`config.mk`:
```
export PLATFORM = sky130hd
export DESIGN_NAME = packet_sample_unpacker_flat
export DESIGN_NICKNAME = d
export VERILOG_FILES = /design/src/rtl/packet_sample_unpacker_if.sv /design/src/rtl/packet_sample_unpacker.sv /design/src/flat_wrapper.sv
export SDC_FILE = /design/constraint.sdc
export NUM_CORES = 1
export LEC_CHECK = 0
export ABC_AREA = 1
export CORE_UTILIZATION = 35
export CTS_CLUSTER_DIAMETER = 50
export DETAILED_ROUTE_END_ITERATION = 8
export PLACE_DENSITY_LB_ADDON = 0.12
export REMOVE_ABC_BUFFERS = 1
export SLEW_MARGIN = 0
export SYNTH_ARGS = -nofsm -noshare
export SYNTH_HDL_FRONTEND = slang
export SYNTH_SLANG_ARGS = --single-unit
```
`constraint.sdc`:
```
create_clock -name clk -period 1.4 [get_ports clk]
set_input_delay 0.28 -clock clk [delete_from_list [all_inputs] [get_ports clk]]
set_output_delay 0.28 -clock clk [all_outputs]
set_load 0.005 [all_outputs]
```
`src/rtl/packet_sample_unpacker_if.sv`:
```
// Sample stream interface between packet_sample_unpacker and its consumer
// (the FFT input buffer).
//   sample_data  : current sample, first-received byte in the MSBs
//   sample_valid : sample_data is valid
//   sample_ready : the consumer accepts the sample this cycle
//   sample_last  : final sample of a packet
// A transfer takes place on every rising edge where sample_valid & sample_ready.
// The master modport belongs to the producer. The slave modport belongs to the consumer.
interface packet_sample_unpacker_if #(
  parameter int SAMPLE_WIDTH = 16
);
  logic [SAMPLE_WIDTH-1:0] sample_data;
  logic                    sample_valid;
  logic                    sample_ready;
  logic                    sample_last;

  modport master (
    output sample_data,
    output sample_valid,
    output sample_last,
    input  sample_ready
  );

  modport slave (
    input  sample_data,
    input  sample_valid,
    input  sample_last,
    output sample_ready
  );
endinterface

```
`src/rtl/packet_sample_unpacker.sv`:
```
// packet_sample_unpacker
// This block captures each completed receiver packet. It then streams the packet out as
// SAMPLE_WIDTH-bit samples, beginning with the first-received byte. A packet that arrives
// while an earlier packet is still streaming is dropped, and overrun pulses.
//
// Parameters:
//   PACKET_SIZE  : packet length in bytes
//   SAMPLE_WIDTH : sample width in bits. It must be a multiple of 8 and must divide 8*PACKET_SIZE.
// Ports:
//   clk, rst_n    : clock and synchronous active-low reset
//   packet        : receiver packet. The first-received byte is at the MSB end.
//   packet_ready  : receiver ready level. A rising edge marks a new packet.
//   smp           : sample stream (master modport)
//   busy          : a packet is streaming (equal to sample_valid)
//   overrun       : one-cycle pulse when a packet is dropped
//   overrun_count : saturating 8-bit count of overrun pulses. This port exists only when
//                   UNPACK_OVERRUN_CNT_EN is defined.
module packet_sample_unpacker #(
  parameter int PACKET_SIZE  = 16,
  parameter int SAMPLE_WIDTH = 16
) (
  input  logic                     clk,
  input  logic                     rst_n,
  input  logic [8*PACKET_SIZE-1:0] packet,
  input  logic                     packet_ready,
  packet_sample_unpacker_if.master smp,
  output logic                     busy,
`ifdef UNPACK_OVERRUN_CNT_EN
  output logic [7:0]               overrun_count,
`endif
  output logic                     overrun
);

  localparam int PW = 8 * PACKET_SIZE;
  localparam int N  = PW / SAMPLE_WIDTH;
  localparam int CW = $clog2(N) + 1;
  localparam logic [CW-1:0] LAST_CNT = CW'(N - 1);

  if ((SAMPLE_WIDTH % 8) != 0 || (PW % SAMPLE_WIDTH) != 0) begin : g_bad_width
    $error("packet_sample_unpacker: SAMPLE_WIDTH must be a multiple of 8 and divide 8*PACKET_SIZE");
  end

  typedef enum logic {IDLE, STREAM} state_t;

  state_t          state_q, state_d;
  logic [PW-1:0]   shreg_q, shreg_d;
  logic [CW-1:0]   cnt_q, cnt_d;
  logic            rdy_q;
  logic            overrun_q, overrun_d;
  logic            new_pkt;
  logic            hs;
  logic            last;

  assign new_pkt = packet_ready & ~rdy_q;
  assign hs      = (state_q == STREAM) & smp.sample_ready;
  assign last    = (state_q == STREAM) & (cnt_q == LAST_CNT);

  always_comb begin
    state_d   = state_q;
    shreg_d   = shreg_q;
    cnt_d     = cnt_q;
    overrun_d = 1'b0;
    case (state_q)
      IDLE: begin
        if (new_pkt) begin
          shreg_d = packet;
          cnt_d   = '0;
          state_d = STREAM;
        end
      end
      STREAM: begin
        if (hs) begin
          shreg_d = shreg_q << SAMPLE_WIDTH;
          cnt_d   = cnt_q + CW'(1);
        end
        if (hs && last) begin
          // A packet that arrives on the final handshake is accepted. It is not dropped.
          if (new_pkt) begin
            shreg_d = packet;
            cnt_d   = '0;
          end else begin
            state_d = IDLE;
          end
        end else if (new_pkt) begin
          overrun_d = 1'b1;
        end
      end
      default: state_d = IDLE;
    endcase
  end

  always_ff @(posedge clk) begin
    if (!rst_n) begin
      state_q   <= IDLE;
      shreg_q   <= '0;
      cnt_q     <= '0;
      // Reset to 1 so that a ready level held high through reset release is not taken as a new packet.
      rdy_q     <= 1'b1;
      overrun_q <= 1'b0;
    end else begin
      state_q   <= state_d;
      shreg_q   <= shreg_d;
      cnt_q     <= cnt_d;
      rdy_q     <= packet_ready;
      overrun_q <= overrun_d;
    end
  end

  // The register shifts in zeros. So sample_data returns to 0 once a packet has fully drained.
  assign smp.sample_data  = shreg_q[PW-1 -: SAMPLE_WIDTH];
  assign smp.sample_valid = (state_q == STREAM);
  assign smp.sample_last  = last;
  assign busy             = (state_q == STREAM);
  assign overrun          = overrun_q;

`ifdef UNPACK_OVERRUN_CNT_EN
  logic [7:0] ovc_q, ovc_d;

  // The counter steps on the same edge that raises overrun. So the count and the pulse appear together.
  always_comb begin
    ovc_d = ovc_q;
    if (overrun_d && ovc_q != 8'hFF) ovc_d = ovc_q + 8'd1;
  end

  always_ff @(posedge clk) begin
    if (!rst_n) ovc_q <= '0;
    else        ovc_q <= ovc_d;
  end

  assign overrun_count = ovc_q;
`endif

endmodule
```
`src/flat_wrapper.sv`:
```
// flat-port wrapper written by rule: the top's interface ports become plain ports
module packet_sample_unpacker_flat 
#(
  parameter int PACKET_SIZE  = 16,
  parameter int SAMPLE_WIDTH = 16
)
  (clk, rst_n, packet, packet_ready, busy, overrun, smp_sample_data, smp_sample_valid, smp_sample_last, smp_sample_ready);
  packet_sample_unpacker_if #(.SAMPLE_WIDTH(SAMPLE_WIDTH)) smp_i ();
  input  logic clk;
  input  logic rst_n;
  input  logic [8*PACKET_SIZE-1:0] packet;
  input  logic packet_ready;
  output logic busy;
  output logic overrun;
  output wire logic [$bits(smp_i.sample_data)-1:0] smp_sample_data;
  output wire logic [$bits(smp_i.sample_valid)-1:0] smp_sample_valid;
  output wire logic [$bits(smp_i.sample_last)-1:0] smp_sample_last;
  input wire logic [$bits(smp_i.sample_ready)-1:0] smp_sample_ready;
  assign smp_sample_data = smp_i.sample_data;
  assign smp_sample_valid = smp_i.sample_valid;
  assign smp_sample_last = smp_i.sample_last;
  assign smp_i.sample_ready = smp_sample_ready;
  packet_sample_unpacker #(.PACKET_SIZE(PACKET_SIZE), .SAMPLE_WIDTH(SAMPLE_WIDTH)) u_core (.clk(clk), .rst_n(rst_n), .packet(packet), .packet_ready(packet_ready), .smp(smp_i), .busy(busy), .overrun(overrun));
endmodule
```
---- Word-level counts from Yosys, hierarchy flattened ----
Index checks and enable logic that the tools add are counted.
word-level totals
  output and inout bits ................... 20
  word-level logic and storage cells ...... 29
  input port bits ......................... 132
  register bits ........................... 135
operators by class
  equality and inequality tests ........... 2
  reductions and logical operators ........ 2
  multiplexer cells ....................... 13
  add/subtract/negate cells ............... 1
  bitwise logic cells ..................... 6
operators by type and width
  operator                                       number
  2-to-1 mux 128 bit                             4
  case mux 128 bit (2 select lines)              1
  2-to-1 mux 4 bit                               4
  case mux 4 bit (2 select lines)                1
  adder 4 x 1 -> 4 bit, second input constant    1
  == test 4 x 3 -> 1 bit, second input constant  1
  AND 1 bit                                      3
  inverter 1 bit                                 3
  OR reduction 3 bit                             1
  2-to-1 mux 1 bit                               2
  != test 2 x 1 -> 1 bit, second input constant  1
  case mux 1 bit (2 select lines)                1
  logical AND 1 bit                              1

---- Longest topological paths before layout ----
  depth in word-level cells ............... 5
  depth in mapped cells ................... 11
  depth with buffers taken out ............ 8

---- Least setup slack after synthesis ----
OpenSTA, ideal clock, no wires.
  path type ............................... register to register
  start point ............................. register u_core.cnt_q[1]
  end point ............................... register u_core.shreg_q[100]
  slack ................................... -0.068 ns
  setup time .............................. 0.113 ns
  clock period less this slack ............ 1.468 ns
  buffers on the path ..................... 2
  data required time ...................... 1.287 ns
  arrival ................................. 1.355 ns
  stages on the path, launching flop included .. 11
  cell sequence ........................... dfxtp_1 > ha_1 > inv_1 > nor2_1 > nand3_2 > nand2_2 > buf_6 > buf_4 > nand2_1 > nand3_1 > nand2_1
between the ends
  cells in the longest elaborated chain, start to end .. 5
RTL lines
  what                               line                           RTL
  start, declared                    packet_sample_unpacker.sv:47   logic [CW-1:0] cnt_q, cnt_d;
  start signal, assigned             packet_sample_unpacker.sv:103  cnt_q <= cnt_d;
  == test 4 x 3 -> 1 bit             packet_sample_unpacker.sv:56   assign last = (state_q == STREAM) & (cnt_q == LAST_CNT);
  AND 1 bit                          packet_sample_unpacker.sv:56
  logical AND 1 bit                  packet_sample_unpacker.sv:76   if (hs && last) begin
  2-to-1 mux 128 bit                 packet_sample_unpacker.sv:76
  case mux 128 bit (2 select lines)  packet_sample_unpacker.sv:63   case (state_q)
  end signal, assigned               packet_sample_unpacker.sv:102  shreg_q <= shreg_d;
  end, declared                      packet_sample_unpacker.sv:46   logic [PW-1:0] shreg_q, shreg_d;
No other way between the ends.
A chain may end at the register's enable or synchronous reset.

---- Worst setup path in the final report ----
  start point ............................. register u_core.cnt_q[1]
  end point ............................... output smp_sample_last
between the ends
  cells in the longest elaborated chain, start to end .. 2
RTL lines
  what                    line                          RTL
  == test 4 x 3 -> 1 bit  packet_sample_unpacker.sv:56
  AND 1 bit               packet_sample_unpacker.sv:56
  end, declared           flat_wrapper.sv:17            output wire logic [$bits(smp_i.sample_last)-1:0] smp_sample_last;
No other way between the ends.

==> flow_summary_export.csv <==
group,metric,value,unit
power_and_ir_drop,p_leak,5.56,nW
placement,io_buffers,151,
floorplanning,core_area,22000,um^2
critical_path,r2r-start,"u_core.cnt_q[1]",
logic_synthesis,synth_ff_type,"dfxtp_1",
sta,fin_ws,-0.249,ns
floorplanning,start_util,35.9,%
critical_path,rr_endpoint,"u_core.shreg_q[11]",
cts,cts_root_buf,"clkbuf_16",
critical_path,ff2ff_setup_slack,-0.24,ns
hold_path,hold_depth,3,
layout,drive_gt1_share,17.8,%
placement,gp_congestion,0.812,
critical_path,crit_buf_inv,3,
cts,insertion_delay,0.43,ns
sta,fmax,606,MHz
route,antenna_left,0,
power_and_ir_drop,powerDensity,936,nW/um^2
logic_synthesis,yosysTopAreaCellShare,34.1,%
critical_path,critPathMaxStageDelay,0.36,ns
outcome,status,"finished with violations",
route,drt-initial-drc-count,578,
logic_synthesis,ys_ff_latch,135,
route,vias,8541,
power_and_ir_drop,power_frac_seq,38.7,%
logic_synthesis,synth-edff-count,0,
logic_synthesis,synth.avg_cell_area,6.09,um^2
hold_path,min_to,"u_core.rdy_q",
layout,ff_latch_area,2730,um^2
floorplanning,die-area,23200,um^2
sta,period_minus_slack,1.65,ns
sta,max_slew.worst_pin.slew,0.533,ns
cts,cts_tree,"done",
critical_path,end_kind,"primary output",
layout,nNetsFinal,1586,
hold_path,min_from,"rst_n",
route,routed_wl,26.9,mm
grt,grt_pass1_wl,42.6,mm
sta,period_share,118,%
sta,finClkSkew,0.0111,ns
critical_path,critPathKind,"flip-flop to primary output",
critical_path,critPathLaunch,"u_core.cnt_q[1]",
layout,antenna_cells,0,
critical_path,critPathLaunchType,"flip-flop",
layout,postLayoutCoreUtil,52.7,%
logic_synthesis,yosys-top-cells-count,"547 x nand2_1, 213 x nand3_1, 135 x dfxtp_1, 121 x inv_1, 62 x nand3b_1",
critical_path,cp_max_fo,2,
sta,slew_viol_final,0,
layout,fillers,2228,
cts,clockBufferDepth,2,
power_and_ir_drop,ir_drop,0.000654,V
logic_synthesis,synth-async-reset-ratio,0,%
grt,grt.overflow.total,0,
logic_synthesis,seq_area_frac_synth,34.1,%
critical_path,crit_chain,"ha_4 > inv_2 > nor3_2 > buf_4 > buf_6",
sta,hold_slack,0.291,ns
cts,cts_buffers,17,
floorplanning,die_x,152,um
critical_path,path_delay_family,"flip-flops",
sta,rsz0062_at_grt,"true",
logic_synthesis,syn_inst,1299,
layout,finalNonFillerCells,1746,
cts,clkSinkCount,135,
floorplanning,pin_count,152,
critical_path,cp_slowest_cell,"dfxtp_2",
power_and_ir_drop,clkPwrFrac,43.0,%
route,first_pass_iters,6,
route,via_per_inst,4.89,
grt,grt.total_usage,23.0,%
critical_path,r2r_cells,9,
logic_synthesis,ys_types,26,
cts,htree_levels,4,
layout,synthToLayoutAreaGrowth,46.7,%
sta,hold_violations,0,
floorplanning,rows,54,
logic_synthesis,yosysMostFrequentCell,"nand2_1",
grt,grt_pass1_vias,8093,
logic_synthesis,syn_area,7920,um^2
route,avgRoutedWirePerCell,15.4,um
power_and_ir_drop,comb_power_share,18.2,%
critical_path,cp.required,1.12,ns
layout,multi_input_area,4760,um^2
placement,dpl.cell_count,1692,
power_and_ir_drop,swShare,27.2,%
placement,hpwlAfterDp,16.3,mm
route,drc,10,
grt,antenna_found_initial,0,
grt,grt_max_degree,86,
flow_run,drv_cap,0,
outcome,violations,"DRC, setup timing",
hold_path,hold_class,"input port to flip-flop",
critical_path,arrival,1.37,ns
sta,slew_headroom,64.5,%
sta,setup_viol,136,
cts,clk_pin_slew,0.06,ns
logic_synthesis,synth_warnings,0,
logic_synthesis,yosysTopAreaCell,"dfxtp_1",
logic_synthesis,synth_area_leaders,"dfxtp_1 34%, nand2_1 26%, nand3_1 13%",
power_and_ir_drop,internal-power,0.00791,W
power_and_ir_drop,p_switching,0.00296,W
floorplanning,die_h,152,um
[worst min-delay path, delay by kind of cell]
family,cells,cell delay [ns]
buffers and inverters,2,0.33
AND/OR/NAND/NOR,1,0.07
[area by class of cell]
type,count,share of cell area [%]
clock buffer,19,3.90
timing repair buffer,245,23.2
sequential,135,23.5
tap,280,3.02
multi-input combinational,928,41.0
clock inverter,13,1.33
inverter,126,4.13
[how the worst max path moves through the flow]
stage / depth (start not counted) / end / slack, ns
5_1_grt: 9 / u_core.shreg_q[1] / -0.31
4_1_cts: 5 / smp_sample_last / -0.24
2_1_floorplan: 7 / u_core.cnt_q[3] / -6.31
3_5_place_dp: 9 / u_core.shreg_q[86] / -0.48
6_report: 5 / smp_sample_last / -0.25
3_3_place_gp: 9 / u_core.shreg_q[86] / -0.47
[metal layers]
metal	vias up	share of wire, %	global-route usage, %
met2	212	46	37.2
li1	4375	-	-
met3	29	5.0	4.21
met4	0	1.8	6.71
met1	3925	47	31.0
met5	-	0	0
[flip-flops by register name, indices dropped and copies added, names as in the netlist]
| name | count |
|---|---|
| u_core.busy | 1 |
| u_core.cnt_q | 4 |
| u_core.overrun | 1 |
| u_core.rdy_q | 1 |
| u_core.shreg_q | 128 |
[power groups by stage]
stage	clock (W)	sequential, W	combinational (W)
floorplan	0	0.00429	0.000730
global placement	0	0.00428	0.00170
detailed placement	0	0.00428	0.00171
CTS	0.00473	0.00420	0.00189
global route	0.00489	0.00423	0.00217
finish	0.00468	0.00421	0.00198
[layout by cell type, fill, tap and decap left out, types with 3 or more instances in the layout]
master           instances
nand2_4                 19
buf_6                   20
bufinv_16                3
nand3b_1                62
a21oi_1                 32
clkinv_2                 5
buf_12                  22
clkinvlp_4               5
nand2_1                518
nand3_1                169
nand3_4                  7
dfxtp_1                119
dfxtp_2                 15
dlygate4sd2_1           17
buf_4                   43
nand3_2                 38
inv_1                  119
inv_2                    5
o21ai_0                 22
a21boi_0                 9
nand2_2                 12
buf_8                    7
nor2_1                   5
clkdlybuf4s50_1        129
nor2_4                   4
clkbuf_16               21
a21oi_2                 20
[kinds of logic (layout without fill, tap and decap cells)]
| kind of cell | count (synthesis) | count (layout) | share of synthesized area (%) |
|---|---|---|---|
| XOR/XNOR | 1 | 1 | 0.111 |
| adder cells (fa/ha/maj) | 1 | 1 | 0.158 |
| AND/OR/NAND/NOR | 841 | 841 | 46.7 |
| AO/OA/AOI/OAI | 85 | 85 | 5.71 |
| buffers and inverters | 236 | 403 | 13.2 |
| flip-flops | 135 | 135 | 34.1 |
[repair_timing]
item	CTS	global route
gates resized for setup	144	91
setup buffers	11	9
pin swaps	25	32
hold buffers	0	0
cloned	4	5
endpoints found under the setup margin	153	136
[through the flow]
step                      area, um^2  setup TNS, ns  setup slack, ns  power [W]
after detailed placement        9980         -54.25           -0.478    0.00599
after CTS                      11200         -17.83           -0.240     0.0108
after global routing           11600         -32.64           -0.306     0.0113
after global placement          9980         -51.59           -0.474    0.00599
after floorplan                 7340        -767.83            -6.31    0.00502
final                          11600         -21.41           -0.249     0.0109
Note: power is estimated with default switching activity, not from simulation.
